--- src/rtl/au4_spe_ctrl.sv ---
// AU-4 payload sequencing controller: STM-1 row/col flywheel, pointer adoption at the FSP,
// VC-4 byte enable and J1 marker. Macro AU4SPE_JUST_CNT_EN adds justification counters.
module au4_spe_ctrl #(
    parameter int MAXPTR = 782,
    parameter int INIT   = 0
) (
    input  logic        clk19,
    input  logic        rst,
    input  logic        en,
    input  logic        rxsof,
    input  logic [9:0]  ptr,
    input  logic        ptrvld,
    input  logic        inc,
    input  logic        dec,
    input  logic        lop,
    input  logic        ais,
`ifdef AU4SPE_JUST_CNT_EN
    input  logic        cnt_clr,
    output logic [15:0] inc_cnt,
    output logic [15:0] dec_cnt,
`endif
    output logic        spe_en,
    output logic        j1,
    output logic [3:0]  row,
    output logic [8:0]  col,
    output logic [9:0]  act_ptr,
    output logic        alarm
);

    typedef enum logic [1:0] {HUNT, RUN, ALARM} state_t;

    localparam logic [9:0] MAX_PTR = 10'(MAXPTR);

    state_t      state, state_d;
    logic [3:0]  cur_row;
    logic [8:0]  cur_col;
    logic [11:0] row_base, pos, ptr3;
    logic [9:0]  pend_ptr, eff_ptr;
    logic        pend_v, pend_inc, pend_dec, inc_frame;
    logic        fsp_loc, fsp, payload_loc, h3_loc, stuff_loc, inc_stuff;
    logic        do_inc, do_dec, exit_ok, run_now;
    logic        spe_en_d, j1_d, alarm_d;

    // Position of the byte being strobed now; row/col registers hold the previous byte.
    always_comb begin
        // NOTE: every variable gets a default first so no path can infer a latch.
        cur_row = row;
        cur_col = col;
        if (rxsof) begin
            cur_row = '0;
            cur_col = '0;
        end else if (col == 9'd269) begin
            cur_col = '0;
            cur_row = (row == 4'd8) ? 4'd0 : row + 4'd1;
        end else begin
            cur_col = col + 9'd1;
        end
    end

    // Payload offset of each row relative to the FSP row (row 3), in steps of 261.
    always_comb begin
        case (cur_row)
            4'd3:    row_base = 12'd0;
            4'd4:    row_base = 12'd261;
            4'd5:    row_base = 12'd522;
            4'd6:    row_base = 12'd783;
            4'd7:    row_base = 12'd1044;
            4'd8:    row_base = 12'd1305;
            4'd0:    row_base = 12'd1566;
            4'd1:    row_base = 12'd1827;
            4'd2:    row_base = 12'd2088;
            default: row_base = 12'd0;
        endcase
    end

    assign pos         = row_base + {3'b000, cur_col} - 12'd9;
    assign fsp_loc     = (cur_row == 4'd3) && (cur_col == 9'd9);
    assign fsp         = en && fsp_loc;
    assign payload_loc = cur_col >= 9'd9;
    assign h3_loc      = (cur_row == 4'd3) && (cur_col >= 9'd6) && (cur_col <= 9'd8);
    assign stuff_loc   = (cur_row == 4'd3) && (cur_col >= 9'd9) && (cur_col <= 9'd11);
    assign do_inc      = pend_inc && !pend_dec;
    assign do_dec      = pend_dec && !pend_inc;
    // The FSP byte itself decides on the live pending flag; cols 10..11 use the frame flag.
    assign inc_stuff   = stuff_loc && (fsp_loc ? do_inc : inc_frame);
    assign eff_ptr     = (fsp && pend_v) ? pend_ptr : act_ptr;
    assign ptr3        = {2'b00, eff_ptr} + {1'b0, eff_ptr, 1'b0};
    assign exit_ok     = (state == ALARM) && fsp && !lop && !ais && pend_v;
    assign run_now     = (state == RUN) || exit_ok;

    always_comb begin
        state_d  = state;
        spe_en_d = 1'b0;
        alarm_d  = 1'b0;
        unique case (state)
            HUNT:  if (en && rxsof) state_d = RUN;
            RUN:   if (lop || ais) state_d = ALARM;
            ALARM: begin
                alarm_d = !exit_ok;
                if (exit_ok) state_d = RUN;
            end
            default: state_d = HUNT;
        endcase
        if (en && run_now)
            spe_en_d = (payload_loc && !inc_stuff) || (h3_loc && do_dec);
        j1_d = spe_en_d && payload_loc && (pos == ptr3);
    end

    always_ff @(posedge clk19 or posedge rst) begin
        if (rst) state <= HUNT;
        else     state <= state_d;
    end

    always_ff @(posedge clk19 or posedge rst) begin
        if (rst) begin
            row       <= 4'(INIT);
            col       <= 9'(INIT);
            spe_en    <= 1'(INIT);
            j1        <= 1'(INIT);
            alarm     <= 1'(INIT);
            act_ptr   <= 10'(INIT);
            inc_frame <= 1'(INIT);
        end else begin
            // NOTE: non-blocking assignments so every register samples pre-edge values.
            spe_en <= spe_en_d;
            j1     <= j1_d;
            alarm  <= alarm_d;
            if (en) begin
                row <= cur_row;
                col <= cur_col;
            end
            if (fsp) inc_frame <= run_now && do_inc;
            if (fsp && run_now && pend_v) act_ptr <= pend_ptr;
        end
    end

    // A strobe landing on the FSP byte itself survives the clear and waits for the next FSP.
    always_ff @(posedge clk19 or posedge rst) begin
        if (rst) begin
            pend_ptr <= 10'(INIT);
            pend_v   <= 1'(INIT);
            pend_inc <= 1'(INIT);
            pend_dec <= 1'(INIT);
        end else begin
            if (fsp && state != HUNT) begin
                pend_v   <= 1'b0;
                pend_inc <= 1'b0;
                pend_dec <= 1'b0;
            end
            if (state == ALARM) begin
                pend_inc <= 1'b0;
                pend_dec <= 1'b0;
            end
            if (ptrvld && ptr <= MAX_PTR) begin
                pend_ptr <= ptr;
                pend_v   <= 1'b1;
            end
            if (inc && state != ALARM) pend_inc <= 1'b1;
            if (dec && state != ALARM) pend_dec <= 1'b1;
        end
    end

`ifdef AU4SPE_JUST_CNT_EN
    logic just_inc, just_dec;

    assign just_inc = fsp && run_now && do_inc;
    assign just_dec = fsp && run_now && do_dec;

    always_ff @(posedge clk19 or posedge rst) begin
        if (rst) begin
            inc_cnt <= 16'(INIT);
            dec_cnt <= 16'(INIT);
        end else if (cnt_clr) begin
            inc_cnt <= '0;
            dec_cnt <= '0;
        end else begin
            if (just_inc && inc_cnt != 16'hFFFF) inc_cnt <= inc_cnt + 16'd1;
            if (just_dec && dec_cnt != 16'hFFFF) dec_cnt <= dec_cnt + 16'd1;
        end
    end
`endif

endmodule

--- config.mk ---
export PLATFORM = sky130hd
export DESIGN_NAME = au4_spe_ctrl
export DESIGN_NICKNAME = d
export VERILOG_FILES = /design/src/rtl/au4_spe_ctrl.sv
export SDC_FILE = /design/constraint.sdc
export NUM_CORES = 1
export LEC_CHECK = 0
export CAP_MARGIN = 20
export CELL_PAD_IN_SITES_DETAIL_PLACEMENT = 0
export CELL_PAD_IN_SITES_GLOBAL_PLACEMENT = 1
export CORE_MARGIN = 2
export CORE_UTILIZATION = 44
export CTS_CLUSTER_DIAMETER = 150
export CTS_CLUSTER_SIZE = 20
export DETAILED_ROUTE_END_ITERATION = 7
export GPL_TIMING_DRIVEN = 1
export PLACE_DENSITY_LB_ADDON = 0.2
export SETUP_SLACK_MARGIN = 0.2
export SLEW_MARGIN = 25
export SYNTH_ARGS = -nofsm -noshare
export SYNTH_HDL_FRONTEND = slang
export SYNTH_SLANG_ARGS = --single-unit
--- constraint.sdc ---
create_clock -name clk19 -period 5.45 [get_ports clk19]
set_input_delay 1.09 -clock clk19 [delete_from_list [all_inputs] [get_ports clk19]]
set_output_delay 1.09 -clock clk19 [all_outputs]
set_load 0.005 [all_outputs]
; Word-level counts from Yosys, hierarchy flattened
; Memory sizes are Yosys's and may differ from the RTL's.
; Cells that the tools add are included.
; Widths: inputs -> output; s select.
[totals]
reg_bits = 42
latch_bits = 0
ramBits = 0
romBits = 160
inputBits = 19
output_inout_bits = 26
word_cells = 94
memories = 1
[memory_table]
columns = name, words, word_bits, read_ports, rd_clocked_by_memory_dff, wr, line_no
row1 = (no name shown), 16, 10, 1, 0, 0, 62  ; case (cur_row)
[classes]
n_addsub = 5
n_mul = 0
n_div = 0
magnitude_cmp = 5
n_eq_ne = 11
shifts = 0
muxes = 18
n_bitwise = 0
reduce_logical = 42
[op_table]
columns = operator, n
row1 = $logic_and 1x1->1, 27
row2 = $le 9x4->1 const B, 2
row3 = $mux 9, 2
row4 = $add 10x11->12, 1
row5 = $add 12x9->12, 1
row6 = $eq 12x12->1, 1
row7 = $mux 4, 3
row8 = $sub 12x4->12 const B, 1
row9 = $le 10x10->1 const B, 1
row10 = $mux 10, 1
row11 = $add 9x1->9 const B, 1
row12 = $eq 9x4->1 const B, 1
row13 = $eq 9x9->1 const B, 1
row14 = $ge 9x3->1 const B, 1
row15 = $ge 9x4->1 const B, 1
row16 = $mux 1, 8
row17 = $logic_not 1->1, 6
row18 = $mux 2, 3
row19 = $ne 2x2->1 const B, 3
row20 = $pmux 2 s3, 1
row21 = $reduce_bool 3->1, 2
row22 = $add 4x1->4 const B, 1
row23 = $eq 4x2->1 const B, 1
row24 = $eq 4x4->1 const B, 1
row25 = other kinds (7), 10

; Logic depth before layout (Yosys ltp)
[depth]
depth_word = 16
mapped_depth = 25
mapped_depth_nobuf = 25

; Worst setup path before layout
; OpenSTA, ideal clock, no wires.
[synth_timing]
kind = input port to flip-flop
startpoint = input rxsof
endpoint = register j1
setup_time_ps = 68
t_arrival_ps = 4970
t_required_ps = 5382
slack_ps = 412
stages = 21
path_cell_list = buf_2 inv_1 nand4_1 o31ai_4 ha_1 or4b_4 nor2_4 nand3_4 nand2_1 nand2_1 ha_1 inv_1 fa_1 nor2b_1 o31a_1 o21ai_0 nand2b_1 xnor3_1 or4_1 nor4b_2 and4_1
[synth_via]
elab_chain_cells = 13
word_cells_on_any_way = 36
cone_classes = add/sub: 3 / order compare: 4 / eq/ne: 3 / mux: 5 / reduce/logical: 20 / memory: 1
[synth_rtl]
columns = item, line_no
row1 = "start, declared", 10  ; input logic rxsof,
row2 = $mux 4 *, 49  ; if (rxsof) begin
row3 = net cur_row[1], 35  ; logic [3:0] cur_row;
row4 = branches (longest 11 deep; another with $add 12x9->12), -
row5 = $logic_and 1x1->1 *, 106  ; j1_d = spe_en_d && payload_loc && (pos == ptr3);
row6 = net j1_d, 42  ; logic spe_en_d, j1_d, alarm_d;
row7 = "end signal, assigned", 119  ; j1 <= 1'(INIT);
row8 = "end signal, assigned", 126  ; j1 <= j1_d;
row9 = "end, declared", 23  ; output logic j1,
; Mark *: on every way through the listed nets, which the timed path passes.
; A chain may end at the register's enable or synchronous reset.

; Final worst setup path
[layout_timing]
startpoint = register col[1]
endpoint = register j1
[layout_via]
elab_chain_cells = 15
word_cells_on_any_way = 40
cone_classes = add/sub: 4 / order compare: 4 / eq/ne: 4 / mux: 7 / reduce/logical: 20 / memory: 1
[layout_rtl]
columns = item, line_no
row1 = "start, declared", 25  ; output logic [8:0] col,
row2 = "start signal, assigned", 117  ; col <= 9'(INIT);
row3 = "start signal, assigned", 130  ; col <= cur_col;
row4 = $eq 9x9->1 *, 52  ; end else if (col == 9'd269) begin
row5 = $mux 4 *, 52
row6 = $mux 4 *, 49
row7 = net cur_row[0], 35
row8 = branches (longest 11 deep; another with $add 12x9->12), -
row9 = $logic_and 1x1->1 *, 106
row10 = net j1_d, 42
; Marks and branches as above.

==> impl_metrics.yaml <==
timing:
  tightestPinTransition_ns: 0.642
  finalMaxSlewViolations: 0
  clock_skew_ns: 0.00437
  setup_viol: 0
  timing_hold_violations_final: 0
  max_freq_mhz: 199
  final_cycle_share: 0.921
  grt_setup_unrepaired: "false"
  worst_slew_margin_rel: 0.571
  finalWorstPathRequiredPeriod_ns: 5.02
worst_setup_path:
  path_class: "flop to flop"
  r2r_slack_ns: 0.43
  crit_path_max_fanout: 6
  critPathMostFrequentCell: "sky130_fd_sc_hd__nand2_2"
  reg2reg_to: "j1"
  critical_path_launch_point_type: "flop"
  worst_path_max_delay_cell: "sky130_fd_sc_hd__or4_4"
  critical_path.top_delay_family: "simple AND/OR/NAND/NOR gates"
  cp_cell_sequence: "inv_2, ha_1, and4bb_2, nand2_4, a311o_1, nand2_1, nand2_2, inv_2, ha_2, or4b_4, nor2_4, nand3_4, nand2_2, nand2_2, ha_4, buf_4, nand3_1, o211ai_1, nor2_1, xnor3_1, or3_1, or4_4, nor4b_4, and4_1"
  crit-reg2reg-launch: "col[1]"
  timing.reg2reg.worst_path_depth: 24
  cp.arrival_ns: 5.26
  critPathCaptureType: "flop"
  cp_num_buf_inv: 3
  critPathMaxStageDelay_ns: 0.54
  crit_start: "col[1]"
  worstPathRequired_ns: 5.69
run_status:
  outcome: "complete, no violations"
global_route:
  grt_util_all_layers: 0.212
  grt_pass1_vias: 3405
  grt_max_degree: 43
  globalRouteOverflowTotal: 0
  initial_antenna_violation_count: 0
  grt_pass1_wl_um: 16700
floorplan:
  die_x_um: 98.0
  die_area_sq_um: 9610
  rows: 34
  fp.dieH_um: 98.0
  floorplan.core_area_sq_um: 8640
  floorplan.initialDensity: 0.450
  boundary_pin_count: 45
synth:
  synth_top_area_share: 0.270
  syn_area_sq_um: 3890
  postSynth.topFlopCell: "sky130_fd_sc_hd__dfrtp_1"
  ys_ff_latch: 42
  yosysUniqueCellTypes: 68
  synth-edff-count: 0
  yosys-top-cells-area: "sky130_fd_sc_hd__dfrtp_1 (27%), sky130_fd_sc_hd__ha_1 (12%), sky130_fd_sc_hd__nand2_1 (5.5%)"
  syn_nets: 492
  seq_area_frac_synth: 0.270
  yosysMostFrequentCell: "sky130_fd_sc_hd__nand2_1"
  post_synth.cell_area_avg_sq_um: 8.94
  synth_top_area_cell: "sky130_fd_sc_hd__dfrtp_1"
  netlist_top_cells_count: "sky130_fd_sc_hd__nand2_1 (57), sky130_fd_sc_hd__dfrtp_1 (42), sky130_fd_sc_hd__ha_1 (36), sky130_fd_sc_hd__inv_1 (36), sky130_fd_sc_hd__a21oi_1 (25)"
  yosys_warnings: 0
  asyncSetResetFlopFracSynth: 1.00
  postSynthCellCount: 435
clock_network:
  cts.hold.buffers_added: 0
  cts_root_buf: "sky130_fd_sc_hd__clkbuf_8"
  numClockSinks: 42
  number_of_buffers_added_by_the_clock_tree_synthesis_step: 5
  worstSkewPairLatency_ns: 0.30
  cts-root-to-sink-buffers: 2
  clock_tree.htree_level_count: 2
  tritoncts: "built"
  clock_pin_slew_worst_setup_and_hold_paths_ns: 0.09
power:
  final_power_mw: 0.923
  peakVddDrop_uv: 149
  power.static_leakage_nw: 2.32
  power_density_nw_per_um2: 181
routing:
  routed_wire_length_per_instance_um: 15.8
  num_vias: 3462
  post-route-drc-count: 0
  antenna_left: 0
  finalWirelength_um: 9970
  drt_pre_antenna_iters: 5
  viasPerCell: 5.48
  drtIter0Drc: 93
worst_hold_path:
  min_delay_worst_endpoint: "state[0]"
  hold_path.startpoint: "state[1]"
  hp-class: "flop to flop"
  min_delay_path_depth: 1
finish:
  design.final.nets: 580
  finalCoreUtilization: 0.589
  areaGrowthSynthToFinish_pct: 30.8
  final_area_sq_um: 5090
  share_of_post_route_cells_with_drive_strength_above_1: 0.240
  filler_cell_count: 774
  stdcell_count: 632
  num_antenna_cells: 0
place:
  numPortBuffers: 44
  dpl-instance-area_sq_um: 4740
  count_of_placed_standard_cells_including_taps: 618
  place.detailed.hpwl_um: 7720
  gp_congestion: 0.837
job:
  timing.max_cap.violations: 0
==> metrics by stage <==
stage / TNS, ns / hold WS (ns) / worst slack [ns]
floorplan: 0 / 0.465 / 0.412
global placement: -0.122 / 0.473 / -0.122
detailed placement: -0.153 / 0.489 / -0.153
CTS: 0 / 0.503 / 0.202
global route: 0 / 0.527 / 0.143
finish: 0 / 0.501 / 0.431
==> sequential cells by signal, summed over array words and instances, names as in the netlist <==
signal     count
act_ptr       10
alarm          1
col            9
inc_frame      1
j1             1
pend_dec       1
pend_inc       1
pend_ptr      10
pend_v         1
row            4
spe_en         1
state          2
==> cells in the final DEF, fill, tap and decap left out, drive strengths merged, types with 5 or more instances in the layout <==
master,synthesis,final
a21oi,25,25
clkbuf,8,5
dfrtp,42,42
buf,4,49
o21ai,21,21
mux2i,7,7
xor2,7,7
inv,36,36
nand2,57,57
ha,36,36
and2,5,5
nand4,7,7
nand3,16,16
o31ai,5,5
mux2,23,23
nor3,7,7
nand2b,5,5
o21a,6,6
and3,6,6
xnor2,20,20
nor2,27,27
clkdlybuf4s50,0,43
==> metal layers <==
metal | part of all wire | track usage | vias up | routed length [um]
met5 | 0 | 0 | - | 0
met4 | 0.0052 | 0.0321 | 0 | 52
li1 | - | - | 1731 | -
met1 | 0.46 | 0.287 | 1653 | 4560
met2 | 0.50 | 0.372 | 72 | 5010
met3 | 0.036 | 0.0243 | 6 | 356
==> cell type report <==
| type | instances | area (sq um) | area share |
|---|---|---|---|
| sequential | 42 | 1050 | 0.207 |
| clock inverter | 3 | 68.8 | 0.0135 |
| multi-input combinational | 345 | 2810 | 0.553 |
| clock buffer | 5 | 68.8 | 0.0135 |
| timing repair buffer | 93 | 815 | 0.160 |
| inverter | 36 | 135 | 0.0266 |
| tap | 108 | 135 | 0.0266 |
==> kinds of logic after synthesis <==
kind of cell    synth area share
compound gates             0.151
fa+ha+maj                  0.126
buf+inv                   0.0482
simple gates               0.219
mux                       0.0952
flops                      0.270
xor+xnor                  0.0901
==> power by group <==
group          internal (mW)  switching (mW)
registers              0.341          0.0228
clock network          0.184           0.125
logic                  0.123           0.128
total                  0.648           0.276
==> repair_timing <==
action | in CTS | in global routing
buffers inserted | 0 | 6
setup endpoints to repair | 1 | 1
pin swaps | 4 | 13
gates resized for setup | 10 | 33
==> worst max path at each step <==
stage / depth (start not counted) / end
floorplan: 21 / j1
global placement: 20 / j1
detailed placement: 20 / j1
CTS: 18 / j1
global route: 24 / j1
finish: 24 / j1
No activity file was read; power rests on OpenSTA's default activity.
